--- src/rtl/fp_pkg.sv ---
// Shared constants, FIFO entry layout and state type for the float accumulator.
package fp_pkg;

   localparam int FP_W   = 32;
   localparam int EXP_W  = 8;
   localparam int MANT_W = 23;
   localparam logic [FP_W-1:0]  FP_ZERO      = '0;
   localparam logic [EXP_W-1:0] EXP_ALL_ONES = 8'hFF;

   typedef struct packed {
      logic [FP_W-1:0] data;
      logic            sub;
      logic            last;
   } fp_entry_t;

   typedef enum logic {ACC, OUT} acc_state_t;

   // {nan, inf, zero}; the sign bit never matters, so it is not passed in.
   function automatic logic [2:0] fp_classify(input logic [FP_W-2:0] v);
      logic [EXP_W-1:0]  ex;
      logic [MANT_W-1:0] mn;
      ex = v[FP_W-2 -: EXP_W];
      mn = v[MANT_W-1:0];
      return {(ex == EXP_ALL_ONES) && (mn != '0),
              (ex == EXP_ALL_ONES) && (mn == '0),
              (ex == '0) && (mn == '0)};
   endfunction

endpackage

--- src/rtl/fp_accumulator_if.sv ---
// Input element stream and result stream of the float accumulator.
interface fp_accumulator_if #(
   parameter int WIDTH = 32,
   parameter int CNT_W = 16
);
   logic             in_valid;
   logic             in_ready;
   logic [WIDTH-1:0] in_data;
   logic             in_sub;
   logic             in_last;
   logic             out_valid;
   logic             out_ready;
   logic [WIDTH-1:0] out_sum;
   logic [CNT_W-1:0] out_count;
   logic [2:0]       out_flags;

   modport master (
      output in_valid, in_data, in_sub, in_last, out_ready,
      input  in_ready, out_valid, out_sum, out_count, out_flags
   );

   modport slave (
      input  in_valid, in_data, in_sub, in_last, out_ready,
      output in_ready, out_valid, out_sum, out_count, out_flags
   );
endinterface

--- src/rtl/floating_unit.sv ---
// Combinational IEEE-754 single-precision add/subtract, round-to-nearest-even,
// full subnormal support, quiet NaN 7FC00000 for invalid operations.
module floating_unit (
   input  logic [31:0] a,
   input  logic [31:0] b,
   input  logic        sub,
   output logic [31:0] result
);

   function automatic logic [4:0] lzc27(input logic [26:0] v);
      logic [4:0] n;
      n = 5'd27;
      for (int i = 0; i < 27; i++) begin
         if (v[i]) n = 5'(26 - i);
      end
      return n;
   endfunction

   logic        sb_eff, a_big, sx, sy;
   logic        a_nan, b_nan, a_inf, b_inf, rnd;
   logic [7:0]  ex, ey, exeff, eyeff, d, lz_ext, sh, exm1;
   logic [4:0]  dcap;
   logic [23:0] mx, my;
   logic [53:0] t;
   logic [26:0] ys, m;
   logic [27:0] s;
   logic [9:0]  e;
   logic [30:0] mag;

   always_comb begin
      sb_eff = b[31] ^ sub;
      a_nan  = (a[30:23] == 8'hFF) && (a[22:0] != 23'd0);
      b_nan  = (b[30:23] == 8'hFF) && (b[22:0] != 23'd0);
      a_inf  = (a[30:23] == 8'hFF) && (a[22:0] == 23'd0);
      b_inf  = (b[30:23] == 8'hFF) && (b[22:0] == 23'd0);
      a_big  = a[30:0] >= b[30:0];

      // x is always the operand of larger magnitude
      if (a_big) begin
         sx = a[31];  ex = a[30:23]; mx = {|a[30:23], a[22:0]};
         sy = sb_eff; ey = b[30:23]; my = {|b[30:23], b[22:0]};
      end else begin
         sx = sb_eff; ex = b[30:23]; mx = {|b[30:23], b[22:0]};
         sy = a[31];  ey = a[30:23]; my = {|a[30:23], a[22:0]};
      end
      exeff = (ex == 8'd0) ? 8'd1 : ex;
      eyeff = (ey == 8'd0) ? 8'd1 : ey;
      d     = exeff - eyeff;
      dcap  = (d > 8'd30) ? 5'd30 : d[4:0];

      // Align y with guard/round/sticky; everything shifted out folds into sticky.
      t  = {my, 30'd0} >> dcap;
      ys = {t[53:28], t[27] | (|t[26:0])};

      if (sx == sy) s = {1'b0, mx, 3'b000} + {1'b0, ys};
      else          s = {1'b0, mx, 3'b000} - {1'b0, ys};

      lz_ext = {3'b000, lzc27(s[26:0])};
      exm1   = exeff - 8'd1;
      sh     = 8'd0;
      if (s[27]) begin
         m = {s[27:2], s[1] | s[0]};
         e = {2'b00, exeff} + 10'd1;
      end else begin
         // Never normalise below exponent 1; what remains is a subnormal.
         sh = (lz_ext > exm1) ? exm1 : lz_ext;
         m  = s[26:0] << sh;
         e  = {2'b00, exeff - sh};
      end

      rnd = m[2] & (m[1] | m[0] | m[3]);
      // A rounding carry ripples into the exponent field, covering subnormal->normal and overflow to Inf.
      mag = {(m[26] ? e[7:0] : 8'd0), m[25:3]} + {30'd0, rnd};

      result = {sx, mag};
      if (e >= 10'd255) result = {sx, 8'hFF, 23'd0};
      if (s == 28'd0)   result = {sx & sy, 31'd0};

      if (a_nan || b_nan || (a_inf && b_inf && (a[31] != sb_eff))) result = 32'h7FC0_0000;
      else if (a_inf)                                               result = a;
      else if (b_inf)                                               result = {sb_eff, 8'hFF, 23'd0};
   end

endmodule

--- src/rtl/fp_stream_fifo.sv ---
// Synchronous FIFO of accumulator entries: async reset, sync flush, no bypass.
module fp_stream_fifo
   import fp_pkg::*;
#(
   parameter int DEPTH = 4
) (
   input  logic      clk,
   input  logic      rst,
   input  logic      flush,
   input  logic      push,
   input  fp_entry_t din,
   input  logic      pop,
   output fp_entry_t dout,
   output logic      full,
   output logic      empty
);

   localparam int AW = $clog2(DEPTH);

   fp_entry_t   mem [DEPTH];
   logic [AW:0] wr_ptr, rd_ptr;
   logic        do_push, do_pop;

   assign do_push = push && !full && !flush;
   assign do_pop  = pop && !empty && !flush;
   assign empty   = (wr_ptr == rd_ptr);
   assign full    = (wr_ptr[AW] != rd_ptr[AW]) && (wr_ptr[AW-1:0] == rd_ptr[AW-1:0]);
   assign dout    = mem[rd_ptr[AW-1:0]];

   always_ff @(posedge clk or posedge rst) begin
      if (rst) begin
         wr_ptr <= '0;
         rd_ptr <= '0;
      end else if (flush) begin
         wr_ptr <= '0;
         rd_ptr <= '0;
      end else begin
         if (do_push) wr_ptr <= wr_ptr + 1'b1;
         if (do_pop)  rd_ptr <= rd_ptr + 1'b1;
      end
   end

   always_ff @(posedge clk) begin
      if (do_push) mem[wr_ptr[AW-1:0]] <= din;
   end

endmodule

--- src/rtl/fp_accumulator.sv ---
// Streams float elements through a FIFO and folds them into a running sum with
// one floating_unit; emits sum, count and class flags on each last-tagged element.
module fp_accumulator
   import fp_pkg::*;
#(
   parameter int WIDTH      = FP_W,
   parameter int FIFO_DEPTH = 4,
   parameter int CNT_W      = 16
) (
   input  logic              clk,
   input  logic              rst,
   input  logic              clr,
   fp_accumulator_if.slave   bus
);

   function automatic logic [CNT_W-1:0] sat_inc(input logic [CNT_W-1:0] v);
      return (&v) ? v : v + 1'b1;
   endfunction

   fp_entry_t        in_entry, head;
   logic             fifo_full, fifo_empty, push, pop;
   acc_state_t       state, state_nx;
   logic [WIDTH-1:0] acc, fu_sum, sum_q;
   logic [CNT_W-1:0] count, count_nx, count_q;

   assign in_entry     = '{data: bus.in_data, sub: bus.in_sub, last: bus.in_last};
   assign bus.in_ready = !fifo_full;
   assign push         = bus.in_valid && !fifo_full;
   assign count_nx     = sat_inc(count);

   fp_stream_fifo #(.DEPTH(FIFO_DEPTH)) u_fifo (
      .clk   (clk),
      .rst   (rst),
      .flush (clr),
      .push  (push),
      .din   (in_entry),
      .pop   (pop),
      .dout  (head),
      .full  (fifo_full),
      .empty (fifo_empty)
   );

   floating_unit u_fu (
      .a      (acc),
      .b      (head.data),
      .sub    (head.sub),
      .result (fu_sum)
   );

   always_ff @(posedge clk or posedge rst) begin
      if (rst)      state <= ACC;
      else if (clr) state <= ACC;
      else          state <= state_nx;
   end

   always_comb begin
      state_nx = state;
      case (state)
         ACC:     if (!fifo_empty && head.last) state_nx = OUT;
         OUT:     if (bus.out_ready)            state_nx = ACC;
         default: state_nx = ACC;
      endcase
   end

   always_comb begin
      pop           = 1'b0;
      bus.out_valid = 1'b0;
      case (state)
         ACC:     pop           = !fifo_empty;
         OUT:     bus.out_valid = 1'b1;
         default: pop           = 1'b0;
      endcase
   end

   // Fold stage: the popped head is combined with acc; a last element also publishes the result.
   always_ff @(posedge clk or posedge rst) begin
      if (rst) begin
         acc     <= FP_ZERO;
         count   <= '0;
         sum_q   <= FP_ZERO;
         count_q <= '0;
      end else if (clr) begin
         acc   <= FP_ZERO;
         count <= '0;
      end else if (pop) begin
         if (head.last) begin
            sum_q   <= fu_sum;
            count_q <= count_nx;
            acc     <= FP_ZERO;
            count   <= '0;
         end else begin
            acc   <= fu_sum;
            count <= count_nx;
         end
      end
   end

   assign bus.out_sum   = sum_q;
   assign bus.out_count = count_q;
   assign bus.out_flags = fp_classify(sum_q[WIDTH-2:0]);

endmodule

--- src/flat_wrapper.sv ---
// flat-port wrapper written by rule: the top's interface ports become plain ports
module fp_accumulator_flat import fp_pkg::*;
#(
   parameter int WIDTH      = FP_W,
   parameter int FIFO_DEPTH = 4,
   parameter int CNT_W      = 16
)
  (clk, rst, clr, bus_in_valid, bus_in_data, bus_in_sub, bus_in_last, bus_out_ready, bus_in_ready, bus_out_valid, bus_out_sum, bus_out_count, bus_out_flags);
  fp_accumulator_if #(.WIDTH(WIDTH), .CNT_W(CNT_W)) bus_i ();
  input  logic clk;
  input  logic rst;
  input  logic clr;
  input wire logic [$bits(bus_i.in_valid)-1:0] bus_in_valid;
  input wire logic [$bits(bus_i.in_data)-1:0] bus_in_data;
  input wire logic [$bits(bus_i.in_sub)-1:0] bus_in_sub;
  input wire logic [$bits(bus_i.in_last)-1:0] bus_in_last;
  input wire logic [$bits(bus_i.out_ready)-1:0] bus_out_ready;
  output wire logic [$bits(bus_i.in_ready)-1:0] bus_in_ready;
  output wire logic [$bits(bus_i.out_valid)-1:0] bus_out_valid;
  output wire logic [$bits(bus_i.out_sum)-1:0] bus_out_sum;
  output wire logic [$bits(bus_i.out_count)-1:0] bus_out_count;
  output wire logic [$bits(bus_i.out_flags)-1:0] bus_out_flags;
  assign bus_i.in_valid = bus_in_valid;
  assign bus_i.in_data = bus_in_data;
  assign bus_i.in_sub = bus_in_sub;
  assign bus_i.in_last = bus_in_last;
  assign bus_i.out_ready = bus_out_ready;
  assign bus_in_ready = bus_i.in_ready;
  assign bus_out_valid = bus_i.out_valid;
  assign bus_out_sum = bus_i.out_sum;
  assign bus_out_count = bus_i.out_count;
  assign bus_out_flags = bus_i.out_flags;
  fp_accumulator #(.WIDTH(WIDTH), .FIFO_DEPTH(FIFO_DEPTH), .CNT_W(CNT_W)) u_core (.clk(clk), .rst(rst), .clr(clr), .bus(bus_i));
endmodule
--- config.mk ---
export PLATFORM = sky130hd
export DESIGN_NAME = fp_accumulator_flat
export DESIGN_NICKNAME = d
export VERILOG_FILES = /design/src/rtl/fp_pkg.sv /design/src/rtl/fp_accumulator_if.sv /design/src/rtl/floating_unit.sv /design/src/rtl/fp_stream_fifo.sv /design/src/rtl/fp_accumulator.sv /design/src/flat_wrapper.sv
export SDC_FILE = /design/constraint.sdc
export NUM_CORES = 1
export LEC_CHECK = 0
export CORE_MARGIN = 2
export CORE_UTILIZATION = 57
export DETAILED_ROUTE_END_ITERATION = 10
export PLACE_DENSITY = 0.86
export SYNTH_ARGS = -nofsm -noshare
export SYNTH_HDL_FRONTEND = slang
export SYNTH_SLANG_ARGS = --single-unit
--- constraint.sdc ---
create_clock -name clk -period 18.9 [get_ports clk]
set_clock_uncertainty 0.15 [all_clocks]
set_input_delay 2.835 -clock clk [delete_from_list [all_inputs] [get_ports clk]]
set_output_delay 2.835 -clock clk [all_outputs]
set_load 0.05 [all_outputs]
==> results.md <==
Clock network:
- The number of buffers inserted by hold repair at cts is 0.
- The buffer depth of the longest clock path is 3.
- The depth of the CTS H-tree is 1.
- The clock latency at the later pin of the worst-skew pair is 0.52 ns.
- The number of CTS-inserted buffers is 21.
- The tree built by TritonCTS fans out to 239 sinks.
- Clock-pin slew was measured on the worst setup and hold paths at 0.07 ns.
- Once the clock tree was built, the setup fixing pass inserted 0 buffers.
- TritonCTS built the clock tree.
- The cell at the root of the clock tree is sky130_fd_sc_hd__clkbuf_16.

Setup path:
- The stage delay of the slowest cell on the critical path is 0.64 ns.
- For the worst setup path, the data arrival time is 18.12 ns.
- The data required time at the worst endpoint is 19.14 ns.
- The critical path is of the flop to flop type.
- The capturing element type of the critical path is a flop.
- By instance count, the cell type seen most on the critical path is sky130_fd_sc_hd__o21ai_0.
- The largest individual stage delay along the critical path comes from the cell sky130_fd_sc_hd__mux4_2.
- The worst setup path is launched from a flop.
- Setup slack on the worst reg-to-reg path comes out at 1.02 ns.
- The maximum fanout count along the critical path is 32.

Layout:
- Counting the fill cells in the layout gives 3048.
- Relative to the synthesized area, the layout overhead comes to 10.8%.
- The area taken by flip-flops and latches is 0.00666 sq mm.
- Of the cells placed in the final design, the portion with a size suffix greater than 1 is 10.3%.
- Summing all multi-input logic gate instances after layout gives 0.0139 sq mm.
- The antenna diode instance count is 0.
- The final design utilization is 63.8%.
- The net count of the finished layout is 2746.
- Leaving out fill and tap cells, the most frequent cells in the layout are 288 x sky130_fd_sc_hd__nand2_1, 225 x sky130_fd_sc_hd__nor2_1, 173 x sky130_fd_sc_hd__o21ai_0.
- The most common cell after layout, fill and taps aside is sky130_fd_sc_hd__nand2_1.

STA:
- Setup repair after global routing left no endpoint under its margin.
- The clock period could shrink to 17.88 ns.
- The number of hold-slack violations in the final timing report came to 0.
- In this run the tightest slew margin relative to its limit is 25.3%.
- The ratio of final minimum period to clock period is 94.6%.
- For the final routed database, the setup TNS stands at 0 ns.
- The highest clock rate is 55.9 MHz.
- At the pin with the least slew margin, the transition time is 1.11 ns.
- Setup violations remaining at the end of the flow were counted as 0.
- The number of pins with negative max-slew slack in the final report is 0.

Global routing:
- The global-route wire length before repair is 128000 microns.
- Entering global routing, the biggest net connects 67 pins.
- The global route total overflow is 0.
- Global routing consumed, over all layers together, 42.5% of the routing resources.
- The number of antenna violations at the first check in global routing is 0.
- The number of global-route vias before repair came to 21100.

Synth:
- The total of warnings raised by yosys is 0.
- The number of enable flip-flop cells after synthesis is 136.
- For this run, the leading register cell type out of synthesis is sky130_fd_sc_hd__edfxtp_1.
- Averaged over all synthesized cells, the footprint is 8.56 sq um.
- The synthesized netlist contains 115 unique library cells.
- The post-synthesis sequential area ratio is 30.8%.
- The post-synth design cell area is 0.0216 sq mm.
- The cell count after synthesis came out at 2523.
- In this run, synthesis produced a sequential element count of 239.
- For this run, asynchronously set or reset flops after synthesis account for 43.1%.

Detailed routing:
- The detailed router finished its first iteration with 3328 violations.
- The wire length per cell is 27.4 microns.
- The routed layout has 22400 vias.
- The final layout contains routed wiring with a total length of 85400 microns.
- In this run the remaining antenna-violating nets after routing total 0.
- The average vias per placed instance is 7.19.
- The number of optimization iterations in the first detailed-route pass is 9.
- The DRC violations left is 0.

Die:
- The die covers 0.0395 sq mm.
- The die is 199 microns tall.
- The starting density of the core is 57.6%.
- The row count is 71.
- The floorplan step defined a core boundary enclosing 0.0375 sq mm.
- 92 I/O pins were placed.
- The die width is 199 microns.

Placement:
- The routability congestion estimate is 1.04.
- After legalization and detailed placement, the total HPWL measured 62500 microns.
- The count of input and output buffers is 91.

Flow run:
- Max-cap violations in this run came to 0.

Outcome:
- The run finished with clean final reports.

Min path:
- The worst min-delay path category is flop to flop.
routing by layer:
| layer | share of wire [%] | global-route usage [%] | vias up |
|---|---|---|---|
| li1 | - | - | 9661 |
| met1 | 38 | 56.1 | 10700 |
| met2 | 45 | 66.9 | 1679 |
| met3 | 11 | 7.99 | 386 |
| met4 | 6.0 | 21.4 | 0 |
| met5 | 0 | 0 | - |
through the flow:
stage	area [sq um]	setup slack, ns	std cells	hold WS (ns)
after floorplan	21600	2.15	2524	0.337
after global placement	23100	1.36	3083	0.316
after detailed placement	23100	1.11	3083	0.330
after CTS	23800	0.819	3121	0.351
after global routing	23900	0.0511	3122	0.382
final	23900	1.02	3122	0.353
what timing repair did:
action                                  4_1_cts  5_1_grt
endpoints found under the setup margin        0       62
resized for setup                             0       17
hold endpoints to repair                      0        0
flip-flops by register name, summed over array words and instances, names as in the netlist:
register              cells
u_core.state              1
u_core.bus.out_sum       32
u_core.u_fifo.rd_ptr      3
u_core.acc               32
u_core.u_fifo.mem       136
u_core.count             16
u_core.u_fifo.wr_ptr      3
u_core.bus.out_count     16
worst paths after layout:
kind,start,end,depth (start not counted)
setup / recovery,u_core.u_fifo.rd_ptr[0],u_core.acc[7],73
hold / removal,u_core.bus.out_count[4],u_core.bus.out_count[4],2
setup reg to reg,u_core.u_fifo.rd_ptr[0],u_core.acc[7],73
hold reg to reg,u_core.bus.out_count[4],u_core.bus.out_count[4],2
max in group asynchronous,rst,u_core.u_fifo.rd_ptr[0],3
min in group asynchronous,rst,u_core.bus.out_count[14],2
synth_stat cells (23+ instances only):
master                     instances  area [sq um]
sky130_fd_sc_hd__mux4_2           32           721
sky130_fd_sc_hd__o22ai_1          39           244
sky130_fd_sc_hd__nor2_1          226           848
sky130_fd_sc_hd__inv_1           115           432
sky130_fd_sc_hd__o211ai_1         34           255
sky130_fd_sc_hd__a21oi_1         156           781
sky130_fd_sc_hd__nor4_1           63           394
sky130_fd_sc_hd__clkbuf_1         61           229
sky130_fd_sc_hd__xnor2_1          59           517
sky130_fd_sc_hd__a21o_1           26           195
sky130_fd_sc_hd__a31oi_1          23           144
sky130_fd_sc_hd__nand3_1          82           410
sky130_fd_sc_hd__dfrtp_1         103          2580
sky130_fd_sc_hd__and3_1           25           156
sky130_fd_sc_hd__mux2i_1          67           671
sky130_fd_sc_hd__nor3_1           81           405
sky130_fd_sc_hd__buf_2            26           130
sky130_fd_sc_hd__and2_1           26           163
sky130_fd_sc_hd__xor2_1           29           254
sky130_fd_sc_hd__a211oi_1         28           210
sky130_fd_sc_hd__o31ai_1          27           203
sky130_fd_sc_hd__nand4_1          33           206
sky130_fd_sc_hd__edfxtp_1        136          4080
sky130_fd_sc_hd__nand2b_1         23           144
sky130_fd_sc_hd__o21ai_0         173           866
sky130_fd_sc_hd__nand2_1         288          1080
sky130_fd_sc_hd__ha_1            108          1350
sky130_fd_sc_hd__a22o_1           28           245
kinds of logic after synthesis:
kind of cell,share of synthesized area [%]
simple gates,21.8
compound gates,23.6
buf+inv,5.31
flops,30.8
mux,7.95
fa+ha+maj,6.53
xor+xnor,3.97
other cells,0.0174
area by class of cell:
type                       instances  area share [%]
timing repair buffer             174            6.51
inverter                         122            1.92
clock inverter                    11           0.366
multi-input combinational       2038            58.1
tap                              511            2.67
clock buffer                      27            2.55
sequential                       239            27.8
worst max-delay path, delay by kind of cell, from the launching register on:
| kind | cells | cell delay, ns |
|---|---|---|
| muxes | 4 | 1.67 |
| adders and majority gates | 7 | 2.12 |
| AOI/OAI and AO/OA | 32 | 6.30 |
| and+or+nand+nor | 18 | 4.53 |
| DFF | 1 | 0.52 |
| xor gates and xnor gates | 2 | 0.59 |
| buffers and inverters | 10 | 1.80 |
Power is not shown: default switching activity piles up to over one toggle a cycle in this logic, so the estimate is an artifact.
